==> config.mk <==
export PLATFORM = sky130hd
export DESIGN_NAME = posit_lut_loader
export DESIGN_NICKNAME = d
export VERILOG_FILES = /design/src/rtl/posit_lut_pkg.sv /design/src/rtl/posit_lut_ram.sv /design/src/rtl/posit_lut_loader.sv
export SDC_FILE = /design/constraint.sdc
export NUM_CORES = 2
export LEC_CHECK = 0
export ABC_CLOCK_PERIOD_IN_PS = 3320
export CAP_MARGIN = 20
export CORE_ASPECT_RATIO = 1.75
export CORE_UTILIZATION = 63
export DETAILED_ROUTE_END_ITERATION = 16
export PLACE_DENSITY = 0.89
export SKIP_LAST_GASP = 1
export SYNTH_ARGS = -nofsm -noshare
export SYNTH_HDL_FRONTEND = slang
export SYNTH_HIERARCHICAL = 1
export SYNTH_SLANG_ARGS = --single-unit
==> constraint.sdc <==
create_clock -name i_clock -period 3.32 [get_ports i_clock]
set_input_delay 0.83 -clock i_clock [delete_from_list [all_inputs] [get_ports i_clock]]
set_output_delay 0.83 -clock i_clock [all_outputs]
set_load 0.01 [all_outputs]
==> src/rtl/posit_lut_pkg.sv <==
// Shared definitions for the runtime-loadable posit lookup table.
// Optional build macro: POSIT_LUT_LOADER_CHECKSUM_EN (see posit_lut_loader.sv).
package posit_lut_pkg;

  // Loader FSM states
  typedef enum logic [1:0] {
    ST_IDLE  = 2'd0,
    ST_LOAD  = 2'd1,
    ST_READY = 2'd2
  } lut_state_t;

  // Width of the load checksum accumulator
  localparam int CSUM_W = 16;

  // NaR pattern for a posit of the given width: sign bit set, all others clear
  function automatic logic [31:0] nar(input int width);
    nar = 32'd1 << (width - 1);
  endfunction

endpackage

==> src/rtl/posit_lut_ram.sv <==
// Table storage: 2**WIDTH x WIDTH, one synchronous write port and one
// synchronous read port. Contents are not reset; the read register holds
// its value while no read is requested.
module posit_lut_ram
  import posit_lut_pkg::*;
#(
  parameter int WIDTH = 8
) (
  input  logic             i_clock,
  input  logic             i_we,
  input  logic [WIDTH-1:0] i_waddr,
  input  logic [WIDTH-1:0] i_wdata,
  input  logic             i_re,
  input  logic [WIDTH-1:0] i_raddr,
  output logic [WIDTH-1:0] o_rdata
);

  logic [WIDTH-1:0] r_mem [2**WIDTH];
  logic [WIDTH-1:0] r_rdata;

  // Write on request; registered read, held while idle
  always_ff @(posedge i_clock) begin
    if (i_we) r_mem[i_waddr] <= i_wdata;
    if (i_re) r_rdata <= r_mem[i_raddr];
  end

  assign o_rdata = r_rdata;

endmodule

==> src/rtl/posit_lut_loader.sv <==
// Runtime-writable posit unary-function lookup table. The host streams all
// 2**WIDTH entries in ascending address order; lookups return NaR until a
// complete table has been loaded.
// Optional build macro: POSIT_LUT_LOADER_CHECKSUM_EN enables the 16-bit sum of
// loaded entries on o_load_checksum; without it the port is tied to zero.
//
// Load handshake: an entry transfers on a rising edge iff i_load_valid and
// o_load_ready are both high and i_load_start is low in that cycle (a restart
// discards a coincident entry). o_load_ready is high for the whole LOAD state
// and depends only on the FSM state, never on the inputs.
module posit_lut_loader
  import posit_lut_pkg::*;
#(
  parameter int WIDTH = 8,
  parameter int ES    = 1
) (
  input  logic              i_clock,
  input  logic              i_reset,
  input  logic              i_load_start,
  input  logic [WIDTH-1:0]  i_load_data,
  input  logic              i_load_valid,
  output logic              o_load_ready,
  output logic              o_load_busy,
  output logic              o_load_done,
  output logic              o_table_valid,
  output logic [CSUM_W-1:0] o_load_checksum,
  input  logic              i_lookup_valid,
  input  logic [WIDTH-1:0]  i_lookup_in,
  output logic              o_lookup_out_valid,
  output logic [WIDTH-1:0]  o_lookup_out,
  output lut_state_t        o_dbg_state
);

  localparam logic [WIDTH-1:0] NAR_VAL   = WIDTH'(nar(WIDTH));
  localparam logic [WIDTH-1:0] LAST_ADDR = '1;

  // ES only selects which function the host loads; reject nonsense values
  if (ES < 0 || ES > WIDTH - 2) begin : g_bad_es
    $error("posit_lut_loader: ES out of range for WIDTH");
  end

  lut_state_t       r_state;
  lut_state_t       w_next_state;
  logic             w_load_ready;
  logic             w_xfer;
  logic [WIDTH-1:0] r_addr;
  logic             r_done;
  logic             r_table_valid;
  logic             r_lookup_valid;
  logic             r_out_seen;
  logic             r_use_nar;
  logic [WIDTH-1:0] w_ram_rdata;

  // FSM state register
  always_ff @(posedge i_clock or posedge i_reset) begin
    if (i_reset) r_state <= ST_IDLE;
    else         r_state <= w_next_state;
  end

  // Next state, ready and transfer qualification
  always_comb begin
    w_next_state = r_state;
    w_load_ready = 1'b0;
    w_xfer       = 1'b0;
    if (r_state == ST_LOAD) w_load_ready = 1'b1;
    w_xfer = w_load_ready & i_load_valid & ~i_load_start;
    if (i_load_start)                        w_next_state = ST_LOAD;
    else if (w_xfer && r_addr == LAST_ADDR)  w_next_state = ST_READY;
  end

  // Address counter, done pulse and table-valid flag
  always_ff @(posedge i_clock or posedge i_reset) begin
    if (i_reset) begin
      r_addr        <= '0;
      r_done        <= 1'b0;
      r_table_valid <= 1'b0;
    end else begin
      r_done <= 1'b0;
      if (i_load_start) begin
        r_addr        <= '0;
        r_table_valid <= 1'b0;
      end else if (w_xfer) begin
        r_addr <= r_addr + 1'b1;
        if (r_addr == LAST_ADDR) begin
          r_done        <= 1'b1;
          r_table_valid <= 1'b1;
        end
      end
    end
  end

`ifdef POSIT_LUT_LOADER_CHECKSUM_EN
  logic [CSUM_W-1:0] r_csum;

  // Running sum of accepted entries, cleared when a load (re)starts
  always_ff @(posedge i_clock or posedge i_reset) begin
    if (i_reset)           r_csum <= '0;
    else if (i_load_start) r_csum <= '0;
    else if (w_xfer)       r_csum <= r_csum + CSUM_W'(i_load_data);
  end

  assign o_load_checksum = r_csum;
`else
  assign o_load_checksum = '0;
`endif

  // Lookup bookkeeping: result-valid delay and whether the result must be NaR
  always_ff @(posedge i_clock or posedge i_reset) begin
    if (i_reset) begin
      r_lookup_valid <= 1'b0;
      r_out_seen     <= 1'b0;
      r_use_nar      <= 1'b0;
    end else begin
      r_lookup_valid <= i_lookup_valid;
      if (i_lookup_valid) begin
        r_out_seen <= 1'b1;
        r_use_nar  <= ~r_table_valid;
      end
    end
  end

  posit_lut_ram #(.WIDTH(WIDTH)) u_ram (
    .i_clock (i_clock),
    .i_we    (w_xfer),
    .i_waddr (r_addr),
    .i_wdata (i_load_data),
    .i_re    (i_lookup_valid),
    .i_raddr (i_lookup_in),
    .o_rdata (w_ram_rdata)
  );

  // The RAM read register is unreset, so the output shows zero until the first lookup
  assign o_lookup_out       = !r_out_seen ? '0 : (r_use_nar ? NAR_VAL : w_ram_rdata);
  assign o_lookup_out_valid = r_lookup_valid;
  assign o_load_ready       = w_load_ready;
  assign o_load_busy        = (r_state == ST_LOAD);
  assign o_load_done        = r_done;
  assign o_table_valid      = r_table_valid;
  assign o_dbg_state        = r_state;

endmodule

==> out/qor.txt, run 1 <==
SYNTH
----------------------------------------------------------------------------------
Post-synthesis instance area ........................................  80,480 um^2
Post-synthesis sequential area ratio ................................       77.18%
Async set-or-reset flop fraction in the synthesized netlist .........      0.7243%
Avg Cell Area, Syn ..................................................   21.06 um^2
Synth Flop Type ..................................................... sky130_fd_sc_hd__edfxtp_1
Syn Inst Count ......................................................        3,822
Number of enable-type register cells in the synthesized netlist .....        2,056
Synth warn ..........................................................            6
Register bit total from synthesis ...................................        2,071
Post-synth cell types ...............................................           63

CLOCKING
----------------------------------------------------------------------------------
CTS hold repair buffers .............................................            0
Number of resized instances in the post-cts repair step .............            3
Post-CTS setup repair buffer count ..................................            0
Clock root buffer ................................................... sky130_fd_sc_hd__clkbuf_16
H-tree depth ........................................................            4
Clock buffers created by TritonCTS ..................................          162
Maximum number of buffers from clock root to sink ...................            3
Num Clock Sinks .....................................................        2,071

STA
----------------------------------------------------------------------------------
Worst endpoint from the post-global-route timing repair ............. u_ram/o_rdata[4]$_DFFE_PP_/D
Pin category terminating the worst setup path after the last repair . register input

RUN STATUS
----------------------------------------------------------------------------------
Error ............................................................... [ERROR GRT-0183] Net _027_: the 3D maze router ran out of legal paths (heap underflow) - the net is boxed in by local congestion or blockages.
Status .............................................................. stopped before the end
Stage where the flow stopped ........................................ global routing (5_1_grt)

PLACED DESIGN
----------------------------------------------------------------------------------
Detailed Place HPWL .................................................     150.9 mm
Buffers added on ports ..............................................           35
Routability congestion estimate .....................................       0.9781
Setup WS pre-CTS ....................................................   -0.6517 ns
Post-place instance area ............................................  87,240 um^2

DIE
----------------------------------------------------------------------------------
Die width ...........................................................     272.2 um
Initial Util ........................................................       63.45%
Floorplan die height ................................................     474.8 um
Placement Rows ......................................................          173
Io pins .............................................................           52

GRT
----------------------------------------------------------------------------------
Largest net degree at the start of global routing ...................          110
Antenna violations before repair ....................................           50

==> cells in the mapped netlist, types with 15 or more instances <==
master | n | area share [%]
sky130_fd_sc_hd__buf_2 | 31 | 0.19
sky130_fd_sc_hd__a21oi_1 | 102 | 0.63
sky130_fd_sc_hd__nand2_1 | 34 | 0.16
sky130_fd_sc_hd__a22oi_1 | 133 | 1.2
sky130_fd_sc_hd__o22ai_1 | 28 | 0.22
sky130_fd_sc_hd__nor2b_1 | 33 | 0.26
sky130_fd_sc_hd__mux2i_1 | 136 | 1.7
sky130_fd_sc_hd__clkbuf_1 | 112 | 0.52
sky130_fd_sc_hd__nand3_1 | 35 | 0.22
sky130_fd_sc_hd__mux4_2 | 454 | 13
sky130_fd_sc_hd__nor3_1 | 23 | 0.14
sky130_fd_sc_hd__o21ai_0 | 17 | 0.11
sky130_fd_sc_hd__edfxtp_1 | 2056 | 77
sky130_fd_sc_hd__buf_4 | 44 | 0.41
sky130_fd_sc_hd__nor2_1 | 288 | 1.3
sky130_fd_sc_hd__o221ai_1 | 46 | 0.50
sky130_fd_sc_hd__dfrtp_1 | 15 | 0.47
sky130_fd_sc_hd__buf_6 | 21 | 0.29
sky130_fd_sc_hd__a211oi_1 | 16 | 0.15
sky130_fd_sc_hd__buf_1 | 22 | 0.10
sky130_fd_sc_hd__nor4_1 | 24 | 0.19
==> per-stage QoR <==
stage               hold WS, ns  std cells
CTS                      0.4607       6208
global placement         0.4676       5919
floorplan                0.4551       3837
detailed placement       0.5195       5919
==> kinds of logic after synthesis <==
group                    after synthesis  synth area share (%)
XOR/XNOR                               1               0.01088
AO/OA/AOI/OAI                        399                 3.470
other                                  1              0.004659
AND/OR/NAND/NOR                      498                 2.851
adder cells (fa/ha/maj)                1               0.01554
buffers and inverters                258                 1.996
flip-flops                          2071                 77.18
multiplexers                         593                 14.47
==> run 2, diff against run 1 <==
--- a/config.mk
+++ b/config.mk
@@ -7,10 +7,9 @@
 export LEC_CHECK = 0
 export ABC_CLOCK_PERIOD_IN_PS = 3320
 export CAP_MARGIN = 20
-export CORE_ASPECT_RATIO = 1.75
-export CORE_UTILIZATION = 63
+export CORE_UTILIZATION = 40
 export DETAILED_ROUTE_END_ITERATION = 16
-export PLACE_DENSITY = 0.89
+export PLACE_DENSITY_LB_ADDON = 0.15
 export SKIP_LAST_GASP = 1
 export SYNTH_ARGS = -nofsm -noshare
 export SYNTH_HDL_FRONTEND = slang
==> out/qor.txt, run 2 <==
RUN STATUS
-----------------------------------------------------------------------------------------------
Status ........................................................................... finished with violations
Violated checks ..................................................................          DRC

STA
-----------------------------------------------------------------------------------------------
Final Cycle Share ................................................................       99.28%
Transition time at the pin with the least slew margin ............................     1.098 ns
Hold Fails Final Rpt .............................................................            0
RSZ-0062 raised after global routing .............................................           no
Sum of negative setup slack ......................................................         0 ns
Clock skew .......................................................................   0.04122 ns
Max Slew Vio Count ...............................................................            0
Max-slew headroom ................................................................       26.12%
Final Setup Violations ...........................................................            0
Clock period minus final worst setup slack .......................................     3.296 ns
Maximum frequency from static timing analysis ....................................    303.4 MHz

DIE
-----------------------------------------------------------------------------------------------
Initial Util .....................................................................       40.27%   -23 points
Core Footprint ................................................................... 199,900 um^2
Floorplan die area ............................................................... 203,000 um^2
Io pins ..........................................................................           52   unchanged
Floorplan die height .............................................................     450.6 um   -5.1%
Placement Rows ...................................................................          164   -5.2%
Die width ........................................................................     450.6 um   +66%

PLACED DESIGN
-----------------------------------------------------------------------------------------------
Buffers added on ports ...........................................................           35   unchanged
Detailed Place HPWL ..............................................................     142.9 mm   -5.3%
Routability congestion estimate ..................................................       0.8349   -15%
Count of placed standard cells including taps ....................................        6,974   +18%

POWER
-----------------------------------------------------------------------------------------------
Maximum vdd ir drop ..............................................................    0.4410 mV
Leak Pwr .........................................................................     31.06 nW
Power per cell area .............................................................. 573.5 nW/um^2

ROUTING
-----------------------------------------------------------------------------------------------
Avg WL per Cell ..................................................................     29.66 um
Average via count per standard cell ..............................................        5.585
Vias .............................................................................       41,200
Number of DRC markers in iteration 0 .............................................        4,308
Detailed-router iteration count before antenna repair ............................           11
Overall routed net length ........................................................     218.8 mm
Residual DRC count ...............................................................           28
Antenna-violating nets left ......................................................            0

SYNTH
-----------------------------------------------------------------------------------------------
Number of enable-type register cells in the synthesized netlist ..................        2,056   unchanged
Post-synthesis sequential area ratio .............................................       77.18%   unchanged
Commonest cells in the netlist ................................................... sky130_fd_sc_hd__edfxtp_1 (2,056), sky130_fd_sc_hd__mux4_2 (454), sky130_fd_sc_hd__nor2_1 (288), sky130_fd_sc_hd__mux2i_1 (136), sky130_fd_sc_hd__a22oi_1 (133)
Most common cell in the synthesized netlist ...................................... sky130_fd_sc_hd__edfxtp_1
Post-synth top area share ........................................................       76.71%   unchanged
Post-synthesis instance area .....................................................  80,480 um^2   unchanged
Synth warn .......................................................................            6   unchanged
Synth Flop Type .................................................................. sky130_fd_sc_hd__edfxtp_1
Syn Inst Count ...................................................................        3,822   unchanged
Post-synth cell types ............................................................           63   unchanged
Cell type with the highest aggregate area in the netlist ......................... sky130_fd_sc_hd__edfxtp_1
Avg Cell Area, Syn ...............................................................   21.06 um^2   unchanged
Async set-or-reset flop fraction in the synthesized netlist ......................      0.7243%   unchanged
Register bit total from synthesis ................................................        2,071   unchanged
Leading post-synthesis cells by cell area ........................................ sky130_fd_sc_hd__edfxtp_1 (77%), sky130_fd_sc_hd__mux4_2 (13%), sky130_fd_sc_hd__mux2i_1 (1.7%)

CLOCKING
-----------------------------------------------------------------------------------------------
Maximum number of buffers from clock root to sink ................................            3   unchanged
Clock root buffer ................................................................ sky130_fd_sc_hd__clkbuf_16
Clk Latency, worst-skew pair .....................................................      0.86 ns
Clock buffers created by TritonCTS ...............................................          213   +31%
Clock input transition at the sequential cells of the worst setup and hold paths .      0.06 ns
CTS tree .........................................................................          yes
H-tree depth .....................................................................            4   unchanged
Num Clock Sinks ..................................................................        2,071   unchanged

CRITICAL PATH
-----------------------------------------------------------------------------------------------
Required time worst endpoint .....................................................      3.90 ns
Count of cell instances traversed by the critical path ...........................           10
Slowest stage cell on the critical path .......................................... sky130_fd_sc_hd__nor4_1
Class of the most critical setup path ............................................    in -> reg
Critical path buffer and inverter count ..........................................            5
Ordered cell list for the critical path .......................................... buf_8, buf_12, buf_12, buf_4, mux4_2, a22oi_1, a21oi_1, nor4_1, buf_4, nor4_2
Data arrival, critical path ......................................................      3.87 ns
Largest stage delay on the critical path .........................................      0.97 ns
Number of cells on the worst reg-to-reg path .....................................            6
Dominant delay contributor by cell family on the critical path ................... buffers and inverters
Launching element type of the critical path ......................................   input port
Type of destination of the critical path .........................................    flip-flop
Critical-path maximum fanout .....................................................           19

GRT
-----------------------------------------------------------------------------------------------
Overall global routing resource usage ............................................       21.51%
Total congestion overflow after global routing ...................................            0
Number of global-route vias before repair ........................................       41,550
Wire length of the first global-routing pass .....................................     309.2 mm
Largest net degree at the start of global routing ................................           98
Antenna violations before repair .................................................           13

FINAL LAYOUT
-----------------------------------------------------------------------------------------------
Top library cells by usage in the layout, fill and taps aside .................... sky130_fd_sc_hd__edfxtp_1 (2,056), sky130_fd_sc_hd__buf_4 (620), sky130_fd_sc_hd__mux4_2 (454)
Top reg by flops .................................................................  u_ram/r_mem
Area of combinational cells with multiple inputs .................................  16,940 um^2
Register cell area after layout ..................................................  62,120 um^2
Final Net Count ..................................................................        4,558
Layout cell share with drive strength beyond 1 ...................................       31.81%
Fillcell total ...................................................................       16,580
Number of flip-flops under the largest register name .............................        2,048
Final Instance Count excl. Fillers ...............................................        7,376
Area growth from synthesis to final layout .......................................       19.11%
Most common library cell in the layout ignoring fill and taps .................... sky130_fd_sc_hd__edfxtp_1

RUN
-----------------------------------------------------------------------------------------------
Number of maximum-capacitance violations .........................................            0

HOLD PATH
-----------------------------------------------------------------------------------------------
Number of instances on the worst hold path .......................................            1
Worst hold-check path type .......................................................    in -> reg

run 2: cell counts after synthesis:
No cell type changed its count.
run 2: report_power, final:
part / switching [mW] / internal [mW] / total (mW)
Sequential: 0.0297 / 28.8 / 28.8
Clock: 10.1 / 13.1 / 23.2
Combinational: 1.77 / 1.17 / 2.94
Total: 11.9 / 43.0 / 55.0
run 2: timing repair:
| action | 4_1_cts | 5_1_grt |
|---|---|---|
| pin swaps | 0 | 0 |
| hold endpoints to repair | 0 | 0 |
| setup buffers | 2 | 1 |
| setup endpoints to repair | 9 | 4 |
| hold buffers | 0 | 0 |
| resized for setup | 15 | 5 |
run 2: routing by layer:
layer  wire, um  vias up  global-route usage [%]
met5         13        -                       0
met4       5938        2                   6.569
met3      16270      298                   4.669
met2     101400     1469                   32.93
met1      95130    22010                   30.83
li1           -    17420                       -
run 2: cell families (layout without fill, tap and decap cells):
family	Yosys count	in the layout	share of synthesized area (%)
DFF	2071	2071	77.18
muxes	593	593	14.47
and+or+nand+nor	498	498	2.851
AOI/OAI and AO/OA	399	399	3.470
buffers and inverters	258	1136	1.996
adders and majority gates	1	1	0.01554
other	1	21	0.004659
xor gates and xnor gates	1	1	0.01088
run 2: cell type report:
class / count / share of cell area, %
repair buffers: 735 / 6.950
inverters: 7 / 0.02741
clock inverters: 133 / 1.308
flip-flops and latches: 2071 / 64.79
clock buffers: 261 / 5.770
multi-input cells: 1508 / 17.67
diodes: 5 / 0.01305
well taps: 2656 / 3.467
run 2: final timing paths:
kind	startpoint	end	slack [ns]
worst max-delay path	i_lookup_in[0]	u_ram/o_rdata[2]	0.02
worst min-delay path	i_load_data[6]	u_ram/r_mem[136][6]	0.34
worst max register to register	u_ram/r_mem[51][2]	u_ram/o_rdata[2]	0.42
worst min register to register	r_out_seen	r_out_seen	0.51
max in group asynchronous	i_reset	r_use_nar	2.26
min in group asynchronous	i_reset	o_load_done	0.45
run 2: through the flow:
step | cell area (um^2) | hold WS (ns) | power, mW | setup slack [ns] | util (%)
global route | 95860 | 0.2980 | 56.49 | 0.002148 | 47.96
finish | 95870 | 0.3372 | 54.98 | 0.02378 | 47.97
CTS | 95830 | 0.2811 | 55.47 | -0.1826 | 47.95
floorplan | 80540 | 0.4551 | 30.71 | 0.4139 | -
detailed placement | 89010 | 0.4858 | 32.31 | -1.152 | 44.54
global placement | 89000 | 0.4905 | 32.29 | -1.095 | 44.53
No activity file was read; power rests on OpenSTA's default activity.
